### src/rtl/div_seq_ctrl_if.sv
// Handshake bundle between the EX-stage glue and the divide sequencer.
//   master : EX-stage side. It drives start, signed_div, opa, opb and flush, and
//            receives stall_div, busy, result_valid, hi_o and lo_o.
//   slave  : divider side, with the opposite directions.
interface div_seq_ctrl_if #(
  parameter int unsigned WIDTH = 32
);
  logic             start;
  logic             signed_div;
  logic [WIDTH-1:0] opa;
  logic [WIDTH-1:0] opb;
  logic             flush;
  logic             stall_div;
  logic             busy;
  logic             result_valid;
  logic [WIDTH-1:0] hi_o;
  logic [WIDTH-1:0] lo_o;

  modport master (
    output start, signed_div, opa, opb, flush,
    input  stall_div, busy, result_valid, hi_o, lo_o
  );

  modport slave (
    input  start, signed_div, opa, opb, flush,
    output stall_div, busy, result_valid, hi_o, lo_o
  );
endinterface

### src/rtl/div_seq_ctrl.sv
// Multi-cycle DIV/DIVU sequencer for the EX stage: radix-2 restoring division,
// one iteration per cycle over WIDTH iterations. It holds the pipeline while it
// works and issues a single HI/LO write pulse when it finishes.
// Ports:
//   clk  : clock, rising edge
//   rst  : synchronous active-high reset
//   bus  : div_seq_ctrl_if.slave
//          in  : start, signed_div, opa, opb, flush
//          out : stall_div (comb), busy (reg), result_valid (reg pulse, flush-gated),
//                hi_o = remainder, lo_o = quotient
module div_seq_ctrl #(
  parameter int unsigned WIDTH = 32,
  parameter int unsigned CNT_W = 6
) (
  input logic           clk,
  input logic           rst,
  div_seq_ctrl_if.slave bus
);

  typedef enum logic [1:0] {StIdle, StZero, StOn, StEnd} state_e;

  state_e           state_q, state_d;
  logic [CNT_W-1:0] cnt_q;
  logic [WIDTH-1:0] rem_q, quo_q, dvs_q, hi_q, lo_q;
  logic             quo_neg_q, rem_neg_q, busy_q, rv_q;
  logic             stall_div;

  logic             accept, last_step, zero_dvs;
  logic [WIDTH-1:0] abs_a, abs_b, rem_nx, quo_nx;
  logic [WIDTH:0]   rem_sh, trial;

  assign accept    = bus.start & ~bus.flush;
  assign zero_dvs  = (bus.opb == '0);
  assign last_step = (cnt_q == CNT_W'(WIDTH - 1));
  assign abs_a     = (bus.signed_div & bus.opa[WIDTH-1]) ? -bus.opa : bus.opa;
  assign abs_b     = (bus.signed_div & bus.opb[WIDTH-1]) ? -bus.opb : bus.opb;

  // One restoring step: shift {rem,quo} left, trial-subtract, keep on non-negative.
  // rem_q < dvs_q always holds, so the (WIDTH+1)-bit trial never overflows.
  always_comb begin
    rem_sh = {rem_q, quo_q[WIDTH-1]};
    trial  = rem_sh - {1'b0, dvs_q};
    if (!trial[WIDTH]) begin
      rem_nx = trial[WIDTH-1:0];
      quo_nx = {quo_q[WIDTH-2:0], 1'b1};
    end else begin
      rem_nx = rem_sh[WIDTH-1:0];
      quo_nx = {quo_q[WIDTH-2:0], 1'b0};
    end
  end

  // State register
  always_ff @(posedge clk) begin
    if (rst) begin
      state_q <= StIdle;
    end else begin
      state_q <= state_d;
    end
  end

  // Next-state logic; flush overrides everything
  always_comb begin
    state_d = state_q;
    unique case (state_q)
      StIdle:  if (accept) state_d = zero_dvs ? StZero : StOn;
      StZero:  state_d = StEnd;
      StOn:    if (last_step) state_d = StEnd;
      StEnd:   state_d = StIdle;
      default: state_d = StIdle;
    endcase
    if (bus.flush) begin
      state_d = StIdle;
    end
  end

  // Output logic: stall is low in END so the pipeline advances with the HI/LO write
  always_comb begin
    stall_div = 1'b0;
    unique case (state_q)
      StIdle:      stall_div = bus.start;
      StZero, StOn: stall_div = 1'b1;
      default:     stall_div = 1'b0;
    endcase
    if (bus.flush) begin
      stall_div = 1'b0;
    end
  end

  // Datapath and registered outputs
  always_ff @(posedge clk) begin
    if (rst) begin
      cnt_q     <= '0;
      rem_q     <= '0;
      quo_q     <= '0;
      dvs_q     <= '0;
      hi_q      <= '0;
      lo_q      <= '0;
      quo_neg_q <= 1'b0;
      rem_neg_q <= 1'b0;
      busy_q    <= 1'b0;
      rv_q      <= 1'b0;
    end else begin
      busy_q <= (state_d == StZero) || (state_d == StOn);
      rv_q   <= (state_d == StEnd);
      unique case (state_q)
        StIdle: begin
          if (accept) begin
            cnt_q     <= '0;
            rem_q     <= '0;
            dvs_q     <= abs_b;
            // Divide-by-zero keeps the raw dividend to return it as HI.
            quo_q     <= zero_dvs ? bus.opa : abs_a;
            quo_neg_q <= bus.signed_div & (bus.opa[WIDTH-1] ^ bus.opb[WIDTH-1]);
            rem_neg_q <= bus.signed_div & bus.opa[WIDTH-1];
          end
        end
        StZero: begin
          if (!bus.flush) begin
            hi_q <= quo_q;
            lo_q <= '1;
          end
        end
        StOn: begin
          rem_q <= rem_nx;
          quo_q <= quo_nx;
          cnt_q <= cnt_q + CNT_W'(1);
          if (last_step && !bus.flush) begin
            hi_q <= rem_neg_q ? -rem_nx : rem_nx;
            lo_q <= quo_neg_q ? -quo_nx : quo_nx;
          end
        end
        default: ;
      endcase
    end
  end

  assign bus.stall_div    = stall_div;
  assign bus.busy         = busy_q;
  // A flush landing in END still kills the write pulse.
  assign bus.result_valid = rv_q & ~bus.flush;
  assign bus.hi_o         = hi_q;
  assign bus.lo_o         = lo_q;

endmodule

### src/flat_wrapper.sv
// flat-port wrapper written by rule: the top's interface ports become plain ports
module div_seq_ctrl_flat 
#(
  parameter int unsigned WIDTH = 32,
  parameter int unsigned CNT_W = 6
)
  (clk, rst, bus_start, bus_signed_div, bus_opa, bus_opb, bus_flush, bus_stall_div, bus_busy, bus_result_valid, bus_hi_o, bus_lo_o);
  div_seq_ctrl_if #(.WIDTH(WIDTH)) bus_i ();
  input logic clk;
  input logic rst;
  input wire logic [$bits(bus_i.start)-1:0] bus_start;
  input wire logic [$bits(bus_i.signed_div)-1:0] bus_signed_div;
  input wire logic [$bits(bus_i.opa)-1:0] bus_opa;
  input wire logic [$bits(bus_i.opb)-1:0] bus_opb;
  input wire logic [$bits(bus_i.flush)-1:0] bus_flush;
  output wire logic [$bits(bus_i.stall_div)-1:0] bus_stall_div;
  output wire logic [$bits(bus_i.busy)-1:0] bus_busy;
  output wire logic [$bits(bus_i.result_valid)-1:0] bus_result_valid;
  output wire logic [$bits(bus_i.hi_o)-1:0] bus_hi_o;
  output wire logic [$bits(bus_i.lo_o)-1:0] bus_lo_o;
  assign bus_i.start = bus_start;
  assign bus_i.signed_div = bus_signed_div;
  assign bus_i.opa = bus_opa;
  assign bus_i.opb = bus_opb;
  assign bus_i.flush = bus_flush;
  assign bus_stall_div = bus_i.stall_div;
  assign bus_busy = bus_i.busy;
  assign bus_result_valid = bus_i.result_valid;
  assign bus_hi_o = bus_i.hi_o;
  assign bus_lo_o = bus_i.lo_o;
  div_seq_ctrl #(.WIDTH(WIDTH), .CNT_W(CNT_W)) u_core (.clk(clk), .rst(rst), .bus(bus_i));
endmodule
### config.mk
export PLATFORM = sky130hd
export DESIGN_NAME = div_seq_ctrl_flat
export DESIGN_NICKNAME = d
export VERILOG_FILES = /design/src/rtl/div_seq_ctrl_if.sv /design/src/rtl/div_seq_ctrl.sv /design/src/flat_wrapper.sv
export SDC_FILE = /design/constraint.sdc
export NUM_CORES = 1
export LEC_CHECK = 0
export BUFFER_PORTS_ARGS = -buffer_cell sky130_fd_sc_hd__buf_2
export CAP_MARGIN = 20
export CORE_ASPECT_RATIO = 0.5
export CORE_MARGIN = 2
export CORE_UTILIZATION = 54
export DETAILED_ROUTE_END_ITERATION = 8
export GPL_TIMING_DRIVEN = 0
export PLACE_DENSITY = 0.77
export SYNTH_ARGS = -nofsm -noshare
export SYNTH_HDL_FRONTEND = slang
export SYNTH_SLANG_ARGS = --single-unit
### constraint.sdc
create_clock -name clk -period 5.4 [get_ports clk]
set_input_delay 0.54 -clock clk [delete_from_list [all_inputs] [get_ports clk]]
set_output_delay 0.54 -clock clk [all_outputs]
set_load 0.01 [all_outputs]
==> summary.md, run 1 <==
| Metric | Value |
|---|---|
| Routed vias | `13.4k` |
| Count of antenna-violating nets left after detailed routing | `0` |
| Dpl hpwl | `33000 um` |
| Critical path peak fanout | `10` |
| Dominant synthesized flop cell | `dfxtp_1` |
| Share of total power in sequential cells | `38.7%` |
| Run status | `finished clean` |
| Number of input and output port buffers inserted | `133` |
| Post-synth ARST share | `0%` |
| Number of buffers inserted by hold repair at cts | `0` |
| Filler cells | `2034` |
| Proportion of synthesized chip area in sequential cells | `28.2%` |
| Total congestion overflow | `0` |
| Insertion delay to the later sink of the worst-skew pair | `0.46 ns` |
| Fin nets | `1933` |
| Placed instance count | `2097` |
| Post-synth EDFFs | `0` |
| Die area | `0.0239 mm^2` |
| Sw Share | `33.8%` |
| Number of placed I/O pins | `136` |
| Combined global-route utilization of all metal layers | `36.4%` |
| Drt initial violations | `1943` |
| Max transition margin | `28.5%` |
| DRC violations left | `0` |
| Number of max-cap violations | `0` |
| Netlist area before placement | `0.0122 mm^2` |
| Tightest Pin Transition | `1.07 ns` |
| Number of distinct library cell variants in the gate-level netlist after synthesis | `70` |
| Via count of the first global-routing pass | `11.9k` |
| Leakage power figure | `5.58 nW` |
| Crit share post-route | `98.3%` |
| Part of the power in the clock network | `38.2%` |
| Cts bufs inserted | `17` |
| Syn Nets | `1775` |
| Final core occ | `64.1%` |
| CTS sink count | `172` |
| Nature of the critical path startpoint | `register` |
| Core Area | `0.0219 mm^2` |
| Path class of the lowest-slack min-delay path | `in -> reg` |
| Data required time of the critical path | `5.76 ns` |
| Syn Inst Count | `1663` |
| Share of layout cells above drive strength 1 | `12.2%` |
| Clock Pin Slew Worst Setup and Hold Paths | `0.08 ns` |
| Smallest setup slack after layout | `0.0905 ns` |
| TritonCTS clock tree | `yes` |
| Antenna diode instance count | `0` |
| Arrival time worst endpoint | `5.67 ns` |
| Maximum number of pins on one net before global-route repair | `17` |
| Number of antenna violations at the first check in global routing | `0` |
| Fin. Hold Viols | `0` |
| Total area of multi-input combinational cells | `0.00817 mm^2` |
| Length of the first detailed-routing pass in iterations | `6` |
| Switch Pwr | `1.18 mW` |
| Synthesized flop and latch total | `172` |
| Number of vias per cell | `6.30` |
| Starting density of the core | `55.7%` |
| Slew Viols, Final | `0` |
| Root Driver | `clkbuf_16` |
| Wire length of the first global-routing pass | `66900 um` |
| Syn Area/Cell | `7.34 um^2` |
| Fmax | `0.188 GHz` |
| Mean routed wirelength per cell | `20.6 um` |
| Logic pwr share | `23.1%` |
| Internal cell power | `2.30 mW` |
| Layout Skew | `0.0124 ns` |
| Detailed-route wire length | `43900 um` |
| RePlAce Congestion | `1.03` |
| Setup violations, final | `0` |
| Area taken by flip-flops and latches | `0.00345 mm^2` |
| Post-DP Area | `0.0133 mm^2` |
| Most used cells in the layout excluding fill and tap cells | `193 x nand2_1, 170 x dfxtp_1, 162 x nor2_1` |
| Leading cell type in the layout, fill and taps excluded | `nand2_1` |
| Htree depth | `4` |
| Worst Path Class, Setup | `reg -> reg` |
| Synth-to-Final Area Change | `15.1%` |
| Overall die width | `217 um` |
| Worst ir drop on vdd | `0.221 mV` |
| Time the worst path needs with I/O delays and setup | `5.31 ns` |
| Row Count | `38` |
| Setup slack after placement | `-1.34 ns` |
| Power per Cell Area | `248 mW/mm^2` |
| Die span in y | `110 um` |
| Minimum hold slack | `0.364 ns` |
| Post-route non-filler standard cell count | `2134` |
| Total power | `3.48 mW` |
| Post-route cell area | `0.0141 mm^2` |
| Maximum buffer depth of the clock tree | `2` |
| Setup TNS Final | `0 ns` |
| YS warnings | `0` |
| Critical Path End Type | `register` |
[power groups by stage]
stage                     registers (mW)  clock network (mW)  logic [mW]
final                               1.35                1.33       0.804
after global placement              1.37                   0       0.747
after global routing                1.35                1.37       0.876
after detailed placement            1.37                   0       0.753
after CTS                           1.35                1.31       0.773
after floorplan                     1.36                   0       0.521
[sequential cells by signal, indices dropped and copies added, names as in the netlist, 2 cells and up]
name / cells
u_core.cnt_q: 6
u_core.rem_q: 32
u_core.dvs_q: 32
u_core.bus.hi_o: 32
u_core.quo_q: 32
u_core.bus.lo_o: 32
u_core.state_q: 2
[what timing repair did]
| item | CTS | global route |
|---|---|---|
| pin swaps | 4 | 6 |
| gates resized for setup | 28 | 14 |
| endpoints found under the setup margin | 29 | 8 |
| setup buffers | 3 | 2 |
[critical path, cell delays in order (launching register included)]
cell and delay (ns):
dfxtp_1 0.40, ha_1 0.31, buf_2 0.19, nand2_1 0.12, or3_1 0.41, or3_1 0.38, a211oi_2 0.31, o21a_2 0.23
nor2_8 0.05, inv_8 0.12, clkbuf_8 0.20, buf_12 0.16, buf_6 0.15, nor2_1 0.06, a21oi_2 0.21, ha_2 0.23
inv_1 0.08, nor4b_2 0.28, mux2i_2 0.15, or4_4 0.50, o31ai_4 0.27, xnor2_1 0.11, a221oi_1 0.26
[cell usage after synthesis, types with 39 or more instances]
cell type  instances  area, um^2
clkbuf_1         109         409
nor3_1            39         195
a31oi_1           42         263
nor2_1           162         608
inv_1             57         214
o21ai_0          130         651
xor2_1            75         657
a211oi_1          41         308
nand3_1           60         300
ha_1              42         526
a21oi_1          124         621
xnor2_1           57         499
dfxtp_1          172        3440
nand2_1          193         724
[logic make-up (layout without fill, tap and decap cells)]
kind of cell,after synthesis,after routing,share of synthesized area (%)
DFF,172,172,28.2
buffers and inverters,180,351,5.63
adders and majority gates,43,43,4.47
and+or+nand+nor,584,584,22.2
muxes,21,21,1.74
AOI/OAI and AO/OA,531,531,28.3
xor gates and xnor gates,132,132,9.47
[worst paths after layout]
kind                            startpoint                               end  slack [ns]  cells past startpoint
max          u_core.rem_q[21]$_SDFFE_PP0P_  u_core.bus.hi_o[28]$_SDFFE_PP0P_        0.09                     22
min reg2reg  u_core.dvs_q[17]$_SDFFE_PP0P_     u_core.dvs_q[17]$_SDFFE_PP0P_        0.45                      2
min                             bus_opb[0]      u_core.dvs_q[0]$_SDFFE_PP0P_        0.36                      3
max reg2reg  u_core.rem_q[21]$_SDFFE_PP0P_  u_core.bus.hi_o[28]$_SDFFE_PP0P_        0.09                     22
[layer usage]
layer / share of wire (%) / up-vias / global-route usage, %
met2: 41 / 865 / 54.9
met4: 3.3 / 0 / 13.7
met3: 13 / 117 / 8.34
met5: 0 / - / 0
met1: 42 / 6092 / 50.7
li1: - / 6365 / -
[final cells by class]
| class | instances | area share (%) |
|---|---|---|
| inverters | 59 | 1.63 |
| repair buffers | 139 | 5.04 |
| plain buffers | 121 | 3.68 |
| clock buffers | 20 | 3.25 |
| well taps | 300 | 2.67 |
| flip-flops and latches | 172 | 24.5 |
| multi-input cells | 1311 | 58.1 |
| clock inverters | 12 | 1.12 |
Power figures use the tool's default switching activity.
==> run 2, diff against run 1 <==
- PLACE_DENSITY: 0.77 -> 0.88
==> summary.md, run 2 (synthesized netlist as in run 1, its figures left out) <==
| Metric | Value |
|---|---|
| RePlAce Congestion | `1.01 (-1.8%)` |
| Layout Skew | `0.0120 ns (-0.000454 ns)` |
| Critical path peak fanout | `10 (unchanged)` |
| Slew Viols, Final | `0 (unchanged)` |
| Met2 wire len | `18500 um (+1.8%)` |
| Fin. Hold Viols | `0 (unchanged)` |
| Switch Pwr | `1.18 mW (+0.26%)` |
| Nature of the critical path startpoint | `register` |
| Highest metal layer with signal wires | `met4` |
| Drt initial violations | `1893 (-2.6%)` |
| Wire length on met3 | `5990 um (+5.2%)` |
| Detailed-route wire length | `44400 um (+1.1%)` |
| Internal cell power | `2.29 mW (-0.39%)` |
| Placed instance count | `2097 (unchanged)` |
| Antenna diode instance count | `0 (unchanged)` |
| Source of the critical timing path | `u_core.rem_q[21]$_SDFFE_PP0P_` |
| Length of the first detailed-routing pass in iterations | `7 (+1)` |
| Clock Pin Slew Worst Setup and Hold Paths | `0.07 ns (about the same)` |
| Path class of the lowest-slack min-delay path | `in -> reg` |
| Core Area | `0.0219 mm^2 (unchanged)` |
| Die span in y | `110 um (unchanged)` |
| Number of input and output port buffers inserted | `133 (unchanged)` |
| Share of total power in sequential cells | `38.9% (+0.2 points)` |
| Sw Share | `34.0% (+0.15 points)` |
| Wire length the detailed router placed on met1 | `17800 um (-3.8%)` |
| Count of antenna-violating nets left after detailed routing | `0 (unchanged)` |
| Worst ir drop on vdd | `0.281 mV (+27%)` |
| Logic depth of the worst register-to-register path | `22 (unchanged)` |
| Fmax | `0.189 GHz (+0.22%)` |
| Total congestion overflow | `0 (unchanged)` |
| Worst Min Path Start | `bus_opa[4]` |
| Time the worst path needs with I/O delays and setup | `5.30 ns (-0.0114 ns)` |
| Most used cells in the layout excluding fill and tap cells | `193 x nand2_1, 170 x dfxtp_1, 161 x nor2_1` |
| Insertion delay to the later sink of the worst-skew pair | `0.44 ns (-0.02 ns)` |
| Wire length of the first global-routing pass | `68200 um (+1.9%)` |
| CTS sink count | `172 (unchanged)` |
| Critical Path End Type | `register` |
| Logic pwr share | `23.8% (+0.7 points)` |
| Setup violations, final | `0 (unchanged)` |
| Post-route cell area | `0.0141 mm^2 (+0.18%)` |
| Crit share post-route | `98.1% (-0.21 points)` |
| Root Driver | `clkbuf_16` |
| Dpl hpwl | `33800 um (+2.2%)` |
| Overall die width | `217 um (unchanged)` |
| Combined global-route utilization of all metal layers | `36.7% (+0.33 points)` |
| Maximum buffer depth of the clock tree | `2 (unchanged)` |
| Data required time of the critical path | `5.75 ns (about the same)` |
| Number of max-cap violations | `0 (unchanged)` |
| Beginning of the worst register-to-register path | `u_core.rem_q[21]$_SDFFE_PP0P_` |
| Leakage power figure | `5.59 nW (+0.11%)` |
| Leading cell type in the layout, fill and taps excluded | `nand2_1` |
| Mean routed wirelength per cell | `20.8 um (+1.1%)` |
| Filler cells | `1864 (-8.4%)` |
| Tightest Pin Transition | `1.04 ns (-0.0364 ns)` |
| Maximum number of pins on one net before global-route repair | `17 (unchanged)` |
| Routed vias | `13.9k (+3.5%)` |
| Htree depth | `4 (unchanged)` |
| Die area | `0.0239 mm^2 (unchanged)` |
| Power per Cell Area | `247 mW/mm^2 (-0.34%)` |
| TritonCTS clock tree | `yes` |
| Number of vias per cell | `6.52 (+3.5%)` |
| Via count of the first global-routing pass | `12.6k (+5.8%)` |
| Fin nets | `1932 (-0.052%)` |
| Post-DP Area | `0.0133 mm^2 (about the same)` |
| Number of buffers inserted by hold repair at cts | `0 (unchanged)` |
| Hold-critical path depth | `4 (+1)` |
| Max transition margin | `29.2% (+0.64 points)` |
| Share of layout cells above drive strength 1 | `12.6% (+0.44 points)` |
| Synth-to-Final Area Change | `15.3%` |
| Number of antenna violations at the first check in global routing | `1 (+1)` |
| Worst Path Class, Setup | `reg -> reg` |
| Starting density of the core | `55.7% (unchanged)` |
| Run status | `finished clean` |
| DRC violations left | `0 (unchanged)` |
| Post-route non-filler standard cell count | `2133 (-0.047%)` |
| Number of placed I/O pins | `136 (unchanged)` |
| Row Count | `38 (unchanged)` |
| Arrival time worst endpoint | `5.65 ns (-0.02 ns)` |
| Cts bufs inserted | `17 (unchanged)` |
| Part of the power in the clock network | `37.3% (-0.9 points)` |
run 2: layout make-up:
cell class	count	area, um^2	share of cell area [%]
inverters	59	229	1.63
repair buffers	140	714	5.07
flip-flops and latches	172	3450	24.5
plain buffers	119	512	3.63
well taps	300	375	2.67
multi-input cells	1311	8210	58.3
clock buffers	19	443	3.14
clock inverters	13	155	1.10
run 2: power groups by stage:
| stage | logic, mW | registers (mW) | clock network [mW] |
|---|---|---|---|
| 2_1_floorplan | 0.521 | 1.36 | 0 |
| 3_3_place_gp | 0.749 | 1.37 | 0 |
| 3_5_place_dp | 0.755 | 1.38 | 0 |
| 4_1_cts | 0.775 | 1.35 | 1.28 |
| 5_1_grt | 0.888 | 1.35 | 1.33 |
| 6_report | 0.827 | 1.35 | 1.30 |
run 2: timing repair:
| item | in CTS | in global routing |
|---|---|---|
| hold endpoints to repair | 0 | 0 |
| cloned | 0 | 0 |
| pin swaps | 5 | 9 |
| resized for setup | 28 | 26 |
| buffers inserted | 2 | 4 |
| setup endpoints to repair | 25 | 7 |
run 2: worst paths after layout:
| check | endpoint | slack, ns |
|---|---|---|
| worst max-delay path | u_core.bus.hi_o[28]$_SDFFE_PP0P_ | 0.10 |
| worst min-delay path | u_core.quo_q[4]$_SDFFE_PP0P_ | 0.43 |
| worst max register to register | u_core.bus.hi_o[28]$_SDFFE_PP0P_ | 0.10 |
| worst min register to register | u_core.dvs_q[0]$_SDFFE_PP0P_ | 0.47 |
run 2: stage by stage:
step	hold slack, ns	worst slack (ns)	TNS [ns]	power [mW]	utilization (%)
after floorplan	0.432	0.158	0	1.89	-
after global placement	0.441	-1.46	-14.47	2.12	60.5
after detailed placement	0.452	-1.32	-15.67	2.13	60.5
after CTS	0.427	0.00859	0	3.40	63.7
after global routing	0.442	-0.000832	-0.000832	3.58	64.3
final	0.426	0.102	0	3.47	64.3
run 2: worst max-delay path, stage by stage, from the launching register on:
cell and delay [ns]:
dfxtp_1 0.41, ha_1 0.31, buf_2 0.20, nand2_1 0.13
or3_4 0.39, or3_4 0.39, a211oi_4 0.25, o21a_2 0.23
nor2_8 0.06, inv_8 0.12, buf_8 0.16, buf_12 0.16
buf_6 0.15, nor2_1 0.06, a21oi_2 0.16, ha_2 0.21
inv_1 0.09, nor4b_2 0.25, mux2i_2 0.18, or4_4 0.63
o31ai_4 0.28, xnor2_1 0.11, a221oi_1 0.23
run 2: layer usage:
metal | vias up | global-route usage [%]
li1 | 6351 | -
met5 | - | 0
met1 | 6382 | 48.3
met3 | 174 | 9.49
met4 | 0 | 17.0
met2 | 996 | 56.9
